### config.mk
export PLATFORM = sky130hd
export DESIGN_NAME = ro_cache_rd_port_mux
export DESIGN_NICKNAME = d
export VERILOG_FILES = /design/src/rtl/ro_cache_pkg.sv /design/src/rtl/ro_cache_rr_arb.sv /design/src/rtl/ro_cache_rd_port_mux.sv
export SDC_FILE = /design/constraint.sdc
export NUM_CORES = 1
export LEC_CHECK = 0
export ABC_CLOCK_PERIOD_IN_PS = 3400
export CAP_MARGIN = 25
export CORE_MARGIN = 2
export CORE_UTILIZATION = 39
export CTS_CLUSTER_SIZE = 12
export DETAILED_ROUTE_END_ITERATION = 12
export GPL_TIMING_DRIVEN = 1
export PLACE_DENSITY_LB_ADDON = 0.2
export SKIP_LAST_GASP = 1
export SLEW_MARGIN = 20
export SYNTH_ARGS = -nofsm -noshare
export SYNTH_HDL_FRONTEND = slang
export SYNTH_HIERARCHICAL = 1
export SYNTH_SLANG_ARGS = --single-unit
### constraint.sdc
create_clock -name clk -period 3.4 [get_ports clk]
set_input_delay 0.68 -clock clk [delete_from_list [all_inputs] [get_ports clk]]
set_output_delay 0.68 -clock clk [all_outputs]
set_load 0.005 [all_outputs]
### src/rtl/ro_cache_pkg.sv
// Shared definitions for the read-only cache controller.
//  - RO_MAX_RD_PORTS : upper bound on accelerator read ports
//  - rd_port_id_t    : container wide enough for any read-port ID
//  - calc_id_width() : ID width for a given port count (minimum 1 bit)
package ro_cache_pkg;
  localparam int RO_MAX_RD_PORTS = 16;

  typedef logic [$clog2(RO_MAX_RD_PORTS)-1:0] rd_port_id_t;

  function automatic int calc_id_width(input int n);
    return (n <= 1) ? 1 : $clog2(n);
  endfunction
endpackage

### src/rtl/ro_cache_rr_arb.sv
// N-way round-robin arbiter with grant lock.
//  clk, rst        : clock, synchronous active-high reset
//  req_i[N]        : per-port request
//  hold_i          : grant offered but not taken; freeze it for next cycle
//  accept_i        : grant taken this cycle; advance the pointer
//  gnt_vld_o       : some port is granted
//  gnt_id_o        : granted port
// Build option: RO_RD_MUX_PORT0_PRIO_EN gives port 0 absolute priority;
// ports 1..N-1 keep rotating and a port-0 grant leaves the pointer alone.
module ro_cache_rr_arb
  import ro_cache_pkg::*;
#(
  parameter int N = 4,
  localparam int IW = calc_id_width(N)
) (
  input  logic          clk,
  input  logic          rst,
  input  logic [N-1:0]  req_i,
  input  logic          hold_i,
  input  logic          accept_i,
  output logic          gnt_vld_o,
  output logic [IW-1:0] gnt_id_o
);
  logic [IW-1:0] ptr_q, ptr_d;
  logic [IW-1:0] lock_id_q;
  logic          lock_q;
  logic [IW-1:0] pick_id;
  logic          pick_vld;
  int            idx;

  // First requester at or after the pointer, wrapping.
  always_comb begin
    pick_vld = 1'b0;
    pick_id  = '0;
    idx      = 0;
`ifdef RO_RD_MUX_PORT0_PRIO_EN
    if (req_i[0]) pick_vld = 1'b1;
`endif
    for (int k = 0; k < N; k++) begin
      idx = int'(ptr_q) + k;
      if (idx >= N) idx = idx - N;
      if (!pick_vld && req_i[idx]) begin
        pick_vld = 1'b1;
        pick_id  = IW'(idx);
      end
    end
  end

  // A held grant keeps address and winner stable until the handshake,
  // even if a higher-ranked requester shows up meanwhile.
  assign gnt_vld_o = lock_q | pick_vld;
  assign gnt_id_o  = lock_q ? lock_id_q : pick_id;

  always_comb begin
    ptr_d = ptr_q;
    if (accept_i) begin
`ifdef RO_RD_MUX_PORT0_PRIO_EN
      if (gnt_id_o != '0)
`endif
        ptr_d = (gnt_id_o == IW'(N - 1)) ? '0 : gnt_id_o + 1'b1;
    end
  end

  always_ff @(posedge clk) begin
    if (rst) begin
      ptr_q     <= '0;
      lock_q    <= 1'b0;
      lock_id_q <= '0;
    end else begin
      ptr_q  <= ptr_d;
      lock_q <= hold_i;
      if (hold_i) lock_id_q <= gnt_id_o;
    end
  end
endmodule

### src/rtl/ro_cache_rd_port_mux.sv
// Read-port front end of the read-only cache controller.
// Arbitrates NUM_PORTS accelerator read requests onto one cache lookup port,
// remembers each lookup's requester in an in-order route FIFO, and steers
// returned data plus a per-port done pulse back to the requester.
//  clk, rst               : clock, synchronous active-high reset
//  acc_rd_valid/ready/addr: per-port request handshake (addr packed per port)
//  acc_rd_data            : shared response data (holds when idle)
//  acc_rd_data_valid      : one-hot response strobe, 1 cycle after return
//  acc_rd_done            : port's last in-flight lookup returned (pulse)
//  cache_rd_*             : lookup request / in-order data return
//  err_unexpected_rsp     : sticky, data returned with nothing in flight
// Build option: RO_RD_MUX_PORT0_PRIO_EN (see ro_cache_rr_arb).
module ro_cache_rd_port_mux
  import ro_cache_pkg::*;
#(
  parameter int NUM_PORTS       = 4,
  parameter int ADDR_WIDTH      = 32,
  parameter int DATA_WIDTH      = 32,
  parameter int MAX_OUTSTANDING = 4
) (
  input  logic                            clk,
  input  logic                            rst,
  input  logic [NUM_PORTS-1:0]            acc_rd_valid,
  output logic [NUM_PORTS-1:0]            acc_rd_ready,
  input  logic [NUM_PORTS*ADDR_WIDTH-1:0] acc_rd_addr,
  output logic [DATA_WIDTH-1:0]           acc_rd_data,
  output logic [NUM_PORTS-1:0]            acc_rd_data_valid,
  output logic [NUM_PORTS-1:0]            acc_rd_done,
  output logic                            cache_rd_valid,
  input  logic                            cache_rd_ready,
  output logic [ADDR_WIDTH-1:0]           cache_rd_addr,
  input  logic [DATA_WIDTH-1:0]           cache_rd_data,
  input  logic                            cache_rd_data_valid,
  output logic                            err_unexpected_rsp
);
  localparam int IW = calc_id_width(NUM_PORTS);
  localparam int PW = $clog2(MAX_OUTSTANDING);
  localparam int CW = $clog2(MAX_OUTSTANDING + 1);

  logic          gnt_vld;
  logic [IW-1:0] gnt_id;
  logic          push, pop, hold, fifo_full, fifo_empty;
  logic [IW-1:0] head;

  logic [IW-1:0] fifo_q [MAX_OUTSTANDING];
  logic [PW-1:0] wr_q, rd_q;
  logic [CW-1:0] cnt_q;

  logic [NUM_PORTS-1:0][CW-1:0] outst_q, outst_d;
  logic [NUM_PORTS-1:0]         dv_q, dv_d, done_q, done_d;
  logic [DATA_WIDTH-1:0]        data_q, data_d;
  logic                         err_q, err_d;

  ro_cache_rr_arb #(.N(NUM_PORTS)) u_arb (
    .clk      (clk),
    .rst      (rst),
    .req_i    (acc_rd_valid),
    .hold_i   (hold),
    .accept_i (push),
    .gnt_vld_o(gnt_vld),
    .gnt_id_o (gnt_id)
  );

  assign fifo_full  = (cnt_q == CW'(MAX_OUTSTANDING));
  assign fifo_empty = (cnt_q == '0);
  assign head       = fifo_q[rd_q];

  // Full blocks the grant outright, even with a same-cycle pop, so the
  // response return never lands on the request path.
  assign cache_rd_valid = gnt_vld && !fifo_full && !rst;
  assign cache_rd_addr  = cache_rd_valid ?
                          acc_rd_addr[int'(gnt_id)*ADDR_WIDTH +: ADDR_WIDTH] : '0;
  assign push = cache_rd_valid && cache_rd_ready;
  assign hold = cache_rd_valid && !cache_rd_ready;
  assign pop  = cache_rd_data_valid && !fifo_empty && !rst;

  always_comb begin
    acc_rd_ready = '0;
    if (push) acc_rd_ready[gnt_id] = 1'b1;
  end

  // Per-port in-flight counts and response steering.
  always_comb begin
    outst_d = outst_q;
    dv_d    = '0;
    done_d  = '0;
    for (int i = 0; i < NUM_PORTS; i++) begin
      logic inc, dec;
      inc = push && (gnt_id == IW'(i));
      dec = pop  && (head   == IW'(i));
      if (inc && !dec)      outst_d[i] = outst_q[i] + 1'b1;
      else if (dec && !inc) outst_d[i] = outst_q[i] - 1'b1;
      if (dec) dv_d[i] = 1'b1;
      if (dec && !inc && outst_q[i] == CW'(1)) done_d[i] = 1'b1;
    end
  end

  assign data_d = pop ? cache_rd_data : data_q;
  assign err_d  = err_q | (cache_rd_data_valid && fifo_empty);

  always_ff @(posedge clk) begin
    if (rst) begin
      for (int i = 0; i < MAX_OUTSTANDING; i++) fifo_q[i] <= '0;
      wr_q    <= '0;
      rd_q    <= '0;
      cnt_q   <= '0;
      outst_q <= '0;
      dv_q    <= '0;
      done_q  <= '0;
      data_q  <= '0;
      err_q   <= 1'b0;
    end else begin
      if (push) begin
        fifo_q[wr_q] <= gnt_id;
        wr_q         <= wr_q + 1'b1;
      end
      if (pop) rd_q <= rd_q + 1'b1;
      if (push && !pop)      cnt_q <= cnt_q + 1'b1;
      else if (pop && !push) cnt_q <= cnt_q - 1'b1;
      outst_q <= outst_d;
      dv_q    <= dv_d;
      done_q  <= done_d;
      data_q  <= data_d;
      err_q   <= err_d;
    end
  end

  assign acc_rd_data        = data_q;
  assign acc_rd_data_valid  = dv_q;
  assign acc_rd_done        = done_q;
  assign err_unexpected_rsp = err_q;
endmodule
After elaboration in Yosys (flattened, before gate mapping)
Memory sizes are Yosys's and may differ from the RTL's. A register that Yosys moved wholly into a read port is not among the register bits.
Cells that the tools add are included.
{ "totals": {"ff_bits": 65, "ramBits": 8, "inputBits": 168, "output_inout_bits": 78, "mem_count": 1} }
{ "classes": {"n_addsub": 20, "magnitude_cmp": 10, "n_eq_ne": 11, "shifts": 1, "n_mux": 58, "n_bitwise": 2, "reduce_logical": 59} }
{ "memory_table": {"columns": ["memory", "words", "word_bits", "rd", "rd_ports_with_merged_regs", "wr", "line", "source"], "rows": [
  ["fifo_q", 4, 2, 1, 1, 4, "ro_cache_rd_port_mux.sv:45", "logic [IW-1:0] fifo_q [MAX_OUTSTANDING];"]
]} }
{ "op_table": {"columns": ["cell", "count"], "rows": [
  ["$mux W32", 5],
  ["$lt A32 B4 Y1 const B", 4],
  ["$shiftx A128 B8 Y32", 1],
  ["$ge A32 B4 Y1 const B", 3],
  ["$sub A32 B4 Y32 const B", 3],
  ["$logic_and A1 B1 Y1", 33],
  ["$mux W3", 10],
  ["$mux W1", 27],
  ["$mux W2", 10],
  ["$logic_not A1 Y1", 17],
  ["$add A3 B1 Y3 const B", 5],
  ["$sub A3 B1 Y3 const B", 5],
  ["$eq A3 B1 Y1 const B", 4],
  ["$reduce_bool A2 Y1", 5],
  ["$bmux W1 S2", 4],
  ["$eq A2 B2 Y1 const B", 4],
  ["$add A2 B1 Y2 const B", 3],
  ["$add A2 B2 Y3 const B", 2],
  ["$eq A2 B1 Y1 const B", 2],
  ["$logic_not A2 Y1", 2],
  ["$mux W4", 1],
  ["$sub A2 B3 Y4 const B", 1],
  ["$add A2 B1 Y3 const B", 1],
  ["$eq A3 B3 Y1 const B", 1],
  ["7 further kinds", 8]
]} }

Depth between registers and ports, before layout
{ "logic_depth": {"ltp_word": 24, "depth_mapped": 11} }

Modules after synthesis
Netlist, hierarchy kept.
{ "modules_own_cells": {"columns": ["mod", "instances", "cells_each", "area_per_inst_um2", "seq_area_each_um2"], "rows": [
  ["ro_cache_rd_port_mux", 1, 412, 4053.9, 1481.4],
  ["ro_cache_rr_arb", 1, 33, 286.5, 100.1]
]} }

Worst setup path before layout
Ideal clock, no wire load.
{ "synth_timing": {"kind": "input to output", "startpoint": "in acc_rd_valid[0]", "endpoint": "out cache_rd_addr[10]", "t_arrival_ps": 2509, "slack_ps": 211, "path_stages": 7, "path_cell_list": "mux2_4 -> a211o_1 -> o21ai_4 -> buf_6 -> buf_6 -> mux4_2 -> and3_1"} }
{ "synth_between": {"elab_cells_between_ends": 32, "classes_between": "shift (1); mux (22); bitwise (1); reduce/logical (8)"} }
{ "synth_rtl": {"columns": ["element", "line", "source"], "rows": [
  ["from (decl)", "ro_cache_rd_port_mux.sv:23", "input logic [NUM_PORTS-1:0] acc_rd_valid,"],
  ["$bmux W1 S2", "ro_cache_rr_arb.sv:42", "if (!pick_vld && req_i[idx]) begin"],
  ["$mux W1 (implied by the code) (2 in series)", "ro_cache_rr_arb.sv:42", null],
  ["$mux W1", "ro_cache_rr_arb.sv:42", null],
  ["$logic_not A1 Y1", "ro_cache_rr_arb.sv:42", null],
  ["$logic_and A1 B1 Y1", "ro_cache_rr_arb.sv:42", null],
  ["$mux W1", "ro_cache_rr_arb.sv:42", null],
  ["$logic_not A1 Y1", "ro_cache_rr_arb.sv:42", null],
  ["$logic_and A1 B1 Y1", "ro_cache_rr_arb.sv:42", null],
  ["$mux W1", "ro_cache_rr_arb.sv:42", null],
  ["$logic_not A1 Y1", "ro_cache_rr_arb.sv:42", null],
  ["$logic_and A1 B1 Y1", "ro_cache_rr_arb.sv:42", null],
  ["$mux W2 *", "ro_cache_rr_arb.sv:42", null],
  ["$mux W2 *", "ro_cache_rr_arb.sv:52", "assign gnt_id_o = lock_q ? lock_id_q : pick_id;"],
  ["named net gnt_id[0]", "ro_cache_rd_port_mux.sv:41", "logic [IW-1:0] gnt_id;"],
  ["$shiftx A128 B8 Y32 *", "ro_cache_rd_port_mux.sv:72", "acc_rd_addr[int'(gnt_id)*ADDR_WIDTH +: ADDR_WIDTH] : '0;"],
  ["$mux W32 *", "ro_cache_rd_port_mux.sv:71", "assign cache_rd_addr = cache_rd_valid ?"],
  ["to (decl)", "ro_cache_rd_port_mux.sv:31", "output logic [ADDR_WIDTH-1:0] cache_rd_addr,"]
]} }
Mark *: on every way through the listed nets, which the timed path passes. The rest lies on a longest branch. The select of a mux whose other input is x is not followed.

Worst setup path in the final report
{ "layout_timing": {"startpoint": "in acc_rd_valid[0]", "endpoint": "out cache_rd_addr[23]"} }
The elaborated chain is that of the path after synthesis.

==> results.txt <==
Peak Freq -> 296 MHz
Largest area contributor in the netlist -> dfxtp_1
Initial antenna violation count -> 0
Share of cells above drive strength 1 -> 20.8%
Cells after synthesis -> 445
Clk slew on worst S/H paths -> 0.08 ns
Mapped cell area -> 4340 sq um
Met2 track demand over resource -> 44.0%
Row cnt -> 38
Vias/cell -> 5.15
Final Non-Filler Cells -> 852
Largest net degree at the start of global routing -> 68
Slew HR -> 52.2%
DRC marker count from the first detailed-route iteration -> 287
Pwr Total -> 3.49 mW
DP HPWL -> 11100 um
Synth top area cells -> dfxtp_1, mux4_2, nand2_1
Slew @ Worst Pin -> 0.716 ns
Max Cap Viol -> 0
Power Density -> 467 nW/um^2
Final net count -> 897
Count leader, synth -> nand2_1
Met3 usage -> 7.53%
CTS tree -> yes
Fin Setup TNS -> 0 ns
Max Slew Vio Count -> 0
Number of diodes -> 0
Initial Util -> 40.0%
Final Hold Fails -> 0
Most used cell, CP -> buf_12
WP depth -> 9
Clk Latency, worst-skew pair -> 0.34 ns
Worst setup EP type -> primary output
CP arrival -> 2.70 ns
Ys async rst share -> 0%
Fin crit share -> 99.4%
Post-synthesis register bit count -> 75
Busiest grt layer -> met2
Routed via count -> 4384
CP max stage cell -> mux4_2
Die Area -> 12000 sq um
Unique masters post-synth -> 44
DRT antenna net count -> 0
Area Overhead vs Synth -> 72.2%
Worst VDD drop -> 0.000246 V
Critical path's largest stage delay -> 0.50 ns
Gr usage total -> 24.3%
CTS root buf -> clkbuf_8
Min Tclk post-route -> 3.38 ns
Vias in the first global route -> 4536
EDFF count, synth -> 8
Req. time, crit path -> 2.72 ns
First-pass GRT wire length -> 22200 um
GPL Wtd Cong -> 0.949
Share of the synthesized area in the top cell type -> 30.9%
Fill cell count -> 838
Commonest cells post-synth -> nand2_1, dfxtp_1, a21oi_1, and3_1, mux4_2
CTS buffer count -> 9
Die W -> 109 um
Leakage -> 2.97 nW
Dpl ws -> -0.660 ns
Port Buffers -> 245
Clk buf depth -> 2
Core outline area -> 10800 sq um
Register area share after synthesis -> 36.4%
Synth Net Count -> 635
Final setup violation count -> 0
GR met1 Demand/Resource -> 26.8%
Drt pass-1 iters -> 4
DRC violations left -> 0
H-tree levels -> 3
Worst Path Max Fanout -> 6
Final worst slack -> 0.0203 ns
Warning count from the yosys run -> 6
Syn_area_per_cell -> 9.75 sq um
Cell family contributing the most delay on the critical path -> multiplexers
Unrepaired setup endpoints after global routing -> yes
Startpoint types -> input port
Inst Count DP -> 823
TritonCTS Sinks -> 75
CP cell instances -> buf_6 -> mux2_4 -> a211o_1 -> o21ai_4 -> buf_12 -> buf_12 -> mux4_2 -> and3_1 -> dlygate4sd2_1
Die height -> 109 um
Crit path kind -> in -> out
Worst Hold Class -> reg -> reg
Outcome -> finished clean
Drt total wl -> 14600 um
Avg WL per Cell -> 17.1 um
Hold path depth -> 1
I/O pin total -> 246
Post-synth top flop -> dfxtp_1
Final Skew -> 0.0103 ns
Overflow after GRT -> 0
Crit path buffers/inverters -> 4
Register-to-Register Path Depth -> 11
[kinds of logic after synthesis]
group / after synthesis / synth area share (%)
AOI/OAI and AO/OA: 61 / 8.19
DFF: 75 / 36.4
adders and majority gates: 22 / 6.51
and+or+nand+nor: 176 / 20.1
buffers and inverters: 52 / 5.62
xor gates and xnor gates: 12 / 2.42
muxes: 47 / 20.8
[path summary, 6_finish.rpt]
path	from	to	slack [ns]
max reg2reg	u_arb/ptr_q[1]	outst_q[5]	0.43
min	outst_q[2]	acc_rd_done[0]	0.46
min reg2reg	outst_q[2]	acc_rd_done[0]	0.46
max	acc_rd_valid[0]	cache_rd_addr[23]	0.02
[placed cells by master (no fill, tap or decap), types with 16 or more instances in the layout]
| cell | n |
|---|---|
| buf_4 | 22 |
| and3_4 | 16 |
| nand2_1 | 74 |
| and3_1 | 18 |
| nor2_1 | 24 |
| dfxtp_1 | 66 |
| clkdlybuf4s50_1 | 207 |
| inv_1 | 20 |
| buf_2 | 19 |
| ha_1 | 21 |
| mux4_2 | 34 |
| a21oi_1 | 41 |
[worst reg2reg max path: cells and delay by family (launching register included)]
kind                     cells  cell delay, ns
flip-flops                   1            0.35
multiplexers                 1            0.29
adder cells (fa/ha/maj)      1            0.31
buffers and inverters        3            0.54
AND/OR/NAND/NOR              3            0.81
AO/OA/AOI/OAI                3            0.59
[metrics by stage]
stage	util, %	area [sq um]	hold WS (ns)
2_1_floorplan	-	4340	0.407
3_3_place_gp	64.9	7040	0.423
3_5_place_dp	64.9	7040	0.432
4_1_cts	68.6	7430	0.455
5_1_grt	68.9	7470	0.475
6_report	68.9	7470	0.455
[layer usage]
layer  up-vias  wire length, um
li1       2106                -
met1      2092             5490
met2       156             7610
met3        30             1100
met4         0              373
met5         -                0
[registers in the layout, summed over array words and instances, names as in the netlist, named ones only]
signal and flops:
acc_rd_data 32, acc_rd_data_valid 4, acc_rd_done 4, cnt_q 3, err_unexpected_rsp 1, fifo_q 8, outst_q 12, rd_q 2
u_arb/lock_id_q 2, u_arb/lock_q 1, u_arb/ptr_q 2, wr_q 2
[power breakdown]
| part | total [mW] | internal, mW | switching, mW | leakage (nW) |
|---|---|---|---|---|
| registers | 1.16 | 1.05 | 0.113 | 0.630 |
| clock network | 0.708 | 0.385 | 0.323 | 0.105 |
| logic | 1.62 | 0.934 | 0.690 | 2.23 |
[repair_timing]
item / CTS / global route
cloned: 3 / 1
pin swaps: 3 / 2
buffers inserted: 9 / 2
setup endpoints to repair: 36 / 28
hold endpoints to repair: 0 / 0
resized for setup: 138 / 22
hold buffers: 0 / 0
[layout make-up]
| cell class | instances | area, sq um | area share [%] |
|---|---|---|---|
| well taps | 140 | 175 | 2.34 |
| clock inverters | 5 | 60.1 | 0.804 |
| multi-input cells | 318 | 2650 | 35.4 |
| repair buffers | 283 | 2780 | 37.2 |
| flip-flops and latches | 75 | 1580 | 21.2 |
| clock buffers | 11 | 153 | 2.04 |
| inverters | 20 | 75.1 | 1.00 |
Note: power is estimated with default switching activity, not from simulation.
==> variant 1, RTL diff (same settings) <==
The parameter `ADDR_WIDTH` goes from 32 to 36.
--- a/src/rtl/ro_cache_rd_port_mux.sv
+++ b/src/rtl/ro_cache_rd_port_mux.sv
@@ -14,7 +14,7 @@
   import ro_cache_pkg::*;
 #(
   parameter int NUM_PORTS       = 4,
-  parameter int ADDR_WIDTH      = 32,
+  parameter int ADDR_WIDTH      = 36,
   parameter int DATA_WIDTH      = 32,
   parameter int MAX_OUTSTANDING = 4
 ) (
Interface: changed (resized acc_rd_addr and cache_rd_addr); port bits go from 246 to 266. No check against the original RTL was run, so the function may have changed too.
==> variant 1 against the original RTL <==
The run now ends with setup timing left. Synthesized area is 2.0% higher. Wire length is 13% higher. Non-clock buffer count is 32 higher. Final area is 7.9% higher. Register-to-register slack worse by 270 ps. Global-route usage is 2.3 points higher. Total power is 12% higher. Worst hold slack worse by 17 ps. Count of clock-buffer cells in the layout is 1 lower. Worst setup slack worse by 81 ps. Sequential cell count stayed put. Synthesized cell count is 2.5% higher. Critical path type unchanged.
==> variant 1: results (changes against the original RTL) <==
- Status: complete, but fails checks
- Failing checks: setup timing
- Uppermost layer routed: met5
- Synth cell count leaders: nand2_1 (75), dfxtp_1 (67), a21oi_1 (42), and3_1 (38), mux4_2 (38)
- PortBufs: 265 (+8.2%)
- First-pass DRT Iterations: 5 (+1)
- Placed insts: 856 (+4.0%)
- Synth Area in Adders: 0.06390 (-0.001253)
- Initial antenna violation count: 1 (+1)
- Synth area leaders: dfxtp_1 (30%), mux4_2 (19%), nand2_1 (6.4%)
- Post-synthesis sequential area ratio: 0.3574 (-0.007005)
- Dpl ws: -687.3 ps (-27.30 ps)
- Layout cell share with drive strength beyond 1: 0.2447 (+0.03682)
- Routed wl met2: 8530 µm (+12%)
- Sum Neg Setup Slack: -383.6 ps (-383.6 ps)
- Post-DP Area: 7378 µm² (+4.8%)
- Worst Path Arrival: 2780 ps (+80 ps)
- Synth Net Count: 662 (+4.3%)
- Clock transition at the registers of the reported paths: 60 ps (-20 ps)
- Min setup slack post-route: -60.72 ps (-80.99 ps)
- Largest net degree at the start of global routing: 62 (-8.8%)
- Avg Cell Area, Syn: 9.705 µm² (-0.50%)
- Post-CTS Setup Bufs: 12 (+3)
- Multiplexer share of the synthesized area: 0.2239 (+0.01637)
- Final HPWL DP: 12490 µm (+13%)
- Maximum vdd drop: 0.3931 mV (+60%)
- Met3 wire length: 1225 µm (+11%)
- Vias in the first global route: 4952 (+9.2%)
- GRT Total Usage: 0.2658 (+0.02274)
- Final Setup Violations: 15 (+15)
- Met1 Use GR: 0.2926 (+0.02459)
- Yosys cell types: 42 (-4.5%)
- Met3 usage in global routing: 0.09166 (+0.01638)
- Placer Congestion: 0.9334 (-1.6%)
-- variant 1: cell types whose count changed in the layout (fill, tap and decap cells not counted), moves of 7 or more --
cell,unedited run,this run
and3_1,18,7
and3_4,16,31
buf_2,19,8
buf_4,22,34
buf_6,12,25
clkbuf_16,2,10
clkbuf_2,3,10
clkbuf_8,9,0
clkdlybuf4s50_1,207,221
-- variant 1: final timing paths --
check / startpoint / end / slack, ps
max reg2reg: u_arb/ptr_q[1]$_SDFFE_PP0P_ / outst_q[5]$_SDFFE_PP0P_ / 160
max: acc_rd_valid[0] / cache_rd_addr[22] / -60
min: outst_q[11]$_SDFFE_PP0P_ / acc_rd_done[3]$_SDFF_PP0_ / 440
min reg2reg: outst_q[11]$_SDFFE_PP0P_ / acc_rd_done[3]$_SDFF_PP0_ / 440
-- variant 1: cell type report --
type,instances,area (µm²)
Clock buffer,10,250.2
Tap cell,140,175.2
Sequential cell,75,1585
Inverter,20,75.07
Timing Repair Buffer,315,3100
Multi-Input combinational cell,327,2816
Clock inverter,5,60.06
Fill cell,827,2873
-- variant 1: power by group --
part	total (mW)	leakage, nW	switching (mW)	internal (mW)
sequential	1.17	0.630	0.118	1.05
combinational	1.78	2.44	0.741	1.04
clock	0.972	0.146	0.362	0.609
-- variant 1: cell families (layout without fill, tap and decap cells) --
kind of cell,Yosys count,in the layout
AO/OA/AOI/OAI,61,61
XOR/XNOR,12,12
adder cells (fa/ha/maj),22,22
buffers and inverters,54,350
flip-flops,75,75
multiplexers,51,51
AND/OR/NAND/NOR,181,181
-- variant 1: worst reg2reg max path, stage by stage (launching register included) --
cell and delay (ps):
dfxtp_4 370, mux2_4 300, a211o_1 340, o21ai_4 210
buf_12 160, buf_12 120, buf_4 100, buf_6 140
nand4_1 140, buf_4 200, or2_2 280, ha_1 310
or3_1 370, a21oi_1 140
==> variant 2, RTL diff (same settings) <==
Made on the original files. Register the output `err_unexpected_rsp` once more, cleared by the reset; this adds one clock of latency there. The other outputs are not delayed to match.
--- a/src/rtl/ro_cache_rd_port_mux.sv
+++ b/src/rtl/ro_cache_rd_port_mux.sv
@@ -128,5 +128,11 @@
   assign acc_rd_data        = data_q;
   assign acc_rd_data_valid  = dv_q;
   assign acc_rd_done        = done_q;
-  assign err_unexpected_rsp = err_q;
+  always_ff @(posedge clk) begin
+    if (rst) begin
+      err_unexpected_rsp <= '0;
+    end else begin
+      err_unexpected_rsp <= err_q;
+    end
+  end
 endmodule
Check against the original RTL: not equivalent (Yosys sat finds a counterexample within 4 cycles, from zero or initial values and one cycle with rst high).
==> variant 2 against the original RTL <==
The run now ends with setup timing left. Sequential cell count grew 1. Total power is essentially flat. Worst setup slack lost 39 ps. Count of clock-buffer cells in the layout shrank 1. Synthesized area grew 0.35%. Final area grew 1.3%. Wire length grew 1.8%. Non-clock buffer count grew 14.
==> variant 2: results (changes against the original RTL) <==
- Maximum vdd drop: 0.3512 mV (+43%)
- Compound-Gate Fraction of Synth Area: 0.08159 (-0.0002822)
- CTS H-tree lvls: 3 (unchanged)
- Worst min path class: reg -> reg
- Post-CTS Setup Bufs: 16 (+7)
- Crit Path Max Fanout: 5 (-1)
- Ys Warns: 6 (unchanged)
- Multiplexer share of the synthesized area: 0.2068 (-0.0007155)
- Cts repair resizes: 146 (+5.8%)
- Dpl ws: -644.2 ps (+15.81 ps)
- PortBufs: 245 (unchanged)
- Post-synth EDFFs: 8 (unchanged)
- Synth cell count leaders: nand2_1 (74), dfxtp_1 (68), a21oi_1 (42), and3_1 (34), mux4_2 (34)
- First-pass GRT wire length: 22690 µm (+2.3%)
- Ys async rst share: 0 (unchanged)
- First-pass DRT Iterations: 4 (unchanged)
- Placer Congestion: 0.8322 (-12%)
- Clock root buffer master: clkbuf_8
- Failing checks: setup timing
- Clock transition at the registers of the reported paths: 70 ps
- Worst Path Arrival: 2740 ps (+40 ps)
- Synth Area in XOR/XNOR: 0.02413 (-0.00008347)
- Max stage delay on crit path: 480 ps (-20 ps)
- Top Family by Delay on Critical Path: multiplexers
- Synth area leaders: dfxtp_1 (31%), mux4_2 (18%), nand2_1 (6.4%)
- Initial antenna violation count: 0 (unchanged)
- TritonCTS Buffers: 9 (unchanged)
- Net count of the finished layout: 913 (+1.8%)
- Min setup slack post-route: -18.74 ps (-39.00 ps)
- Final Setup Violations: 4 (+4)
- Lkg Pwr: 3.062 nW (+3.3%)
- Antenna diodes: 0 (unchanged)
- Synth Net Count: 637 (+0.31%)
- Clk Latency, worst-skew pair: 350 ps
- Slowest-stage cell, CP: mux4_2
- Max reg flops: 32 (unchanged)
- Layout cell share with drive strength beyond 1: 0.2146 (+0.006715)
- GRT Total Usage: 0.2471 (+0.004059)
- Vias per cell: 5.108 (-0.72%)
- Yosys cell types: 44 (unchanged)
- Synth Area in Adders: 0.06492 (-0.0002246)
- Clock buffer depth: 2 (unchanged)
- Post-synthesis sequential area ratio: 0.3677 (+0.003340)
- Final clock skew: 9.046 ps (-1.302 ps)
- Vias in the first global route: 4637 (+2.2%)
- Largest net degree at the start of global routing: 37 (-46%)
- Status: complete, but fails checks
- Wirelength, routed: 14850 µm (+1.8%)
- Slew margin rel.: 0.6680 (+0.1456)
- Final HPWL DP: 11280 µm (+1.8%)
- Iteration-0 DRC Markers: 229 (-20%)
## variant 2: path summary, 6_finish.rpt
check                                   start                        end  slack, ps  cells past startpoint
hold / removal        outst_q[8]$_SDFFE_PP0P_  acc_rd_done[2]$_SDFF_PP0_        440                      1
hold reg to reg       outst_q[8]$_SDFFE_PP0P_  acc_rd_done[2]$_SDFF_PP0_        440                      1
setup / recovery              acc_rd_valid[0]           cache_rd_addr[9]        -20                     10
setup reg to reg  u_arb/ptr_q[1]$_SDFFE_PP0P_    outst_q[5]$_SDFFE_PP0P_        290                     11
## variant 2: metal layers
layer	part of all wire	track usage	wire length, µm
met1	0.37	0.2639	5453
met5	0	0	0
met4	0.026	0.08951	388
met3	0.061	0.05394	909
met2	0.55	0.4722	8093
## variant 2: cell families (layout without fill, tap and decap cells)
logic type                 Yosys count  count (layout)
AOI/OAI and AO/OA                   61              61
buffers and inverters               52             332
xor gates and xnor gates            12              12
muxes                               47              47
and+or+nand+nor                    177             177
adders and majority gates           22              22
DFF                                 76              76
## variant 2: power breakdown
part | switching [mW] | total, mW | internal [mW]
Sequential | 0.116 | 1.18 | 1.06
Combinational | 0.699 | 1.64 | 0.940
Clock | 0.329 | 0.680 | 0.351
## variant 2: layout make-up
class,count,area [µm²]
sequential,76,1603
multi-input combinational,319,2641
inverter,20,75.07
timing repair buffer,297,2887
tap,140,175.2
clock inverter,5,52.55
fill,852,3317
clock buffer,10,137.6
## variant 2: stage by stage
stage / TNS (ps) / cells / instance area, µm²
floorplan: 0 / 447 / 4355
global placement: -20860 / 834 / 7147
detailed placement: -22790 / 834 / 7147
CTS: -263.8 / 866 / 7547
global route: -429.0 / 867 / 7571
finish: -58.92 / 867 / 7571
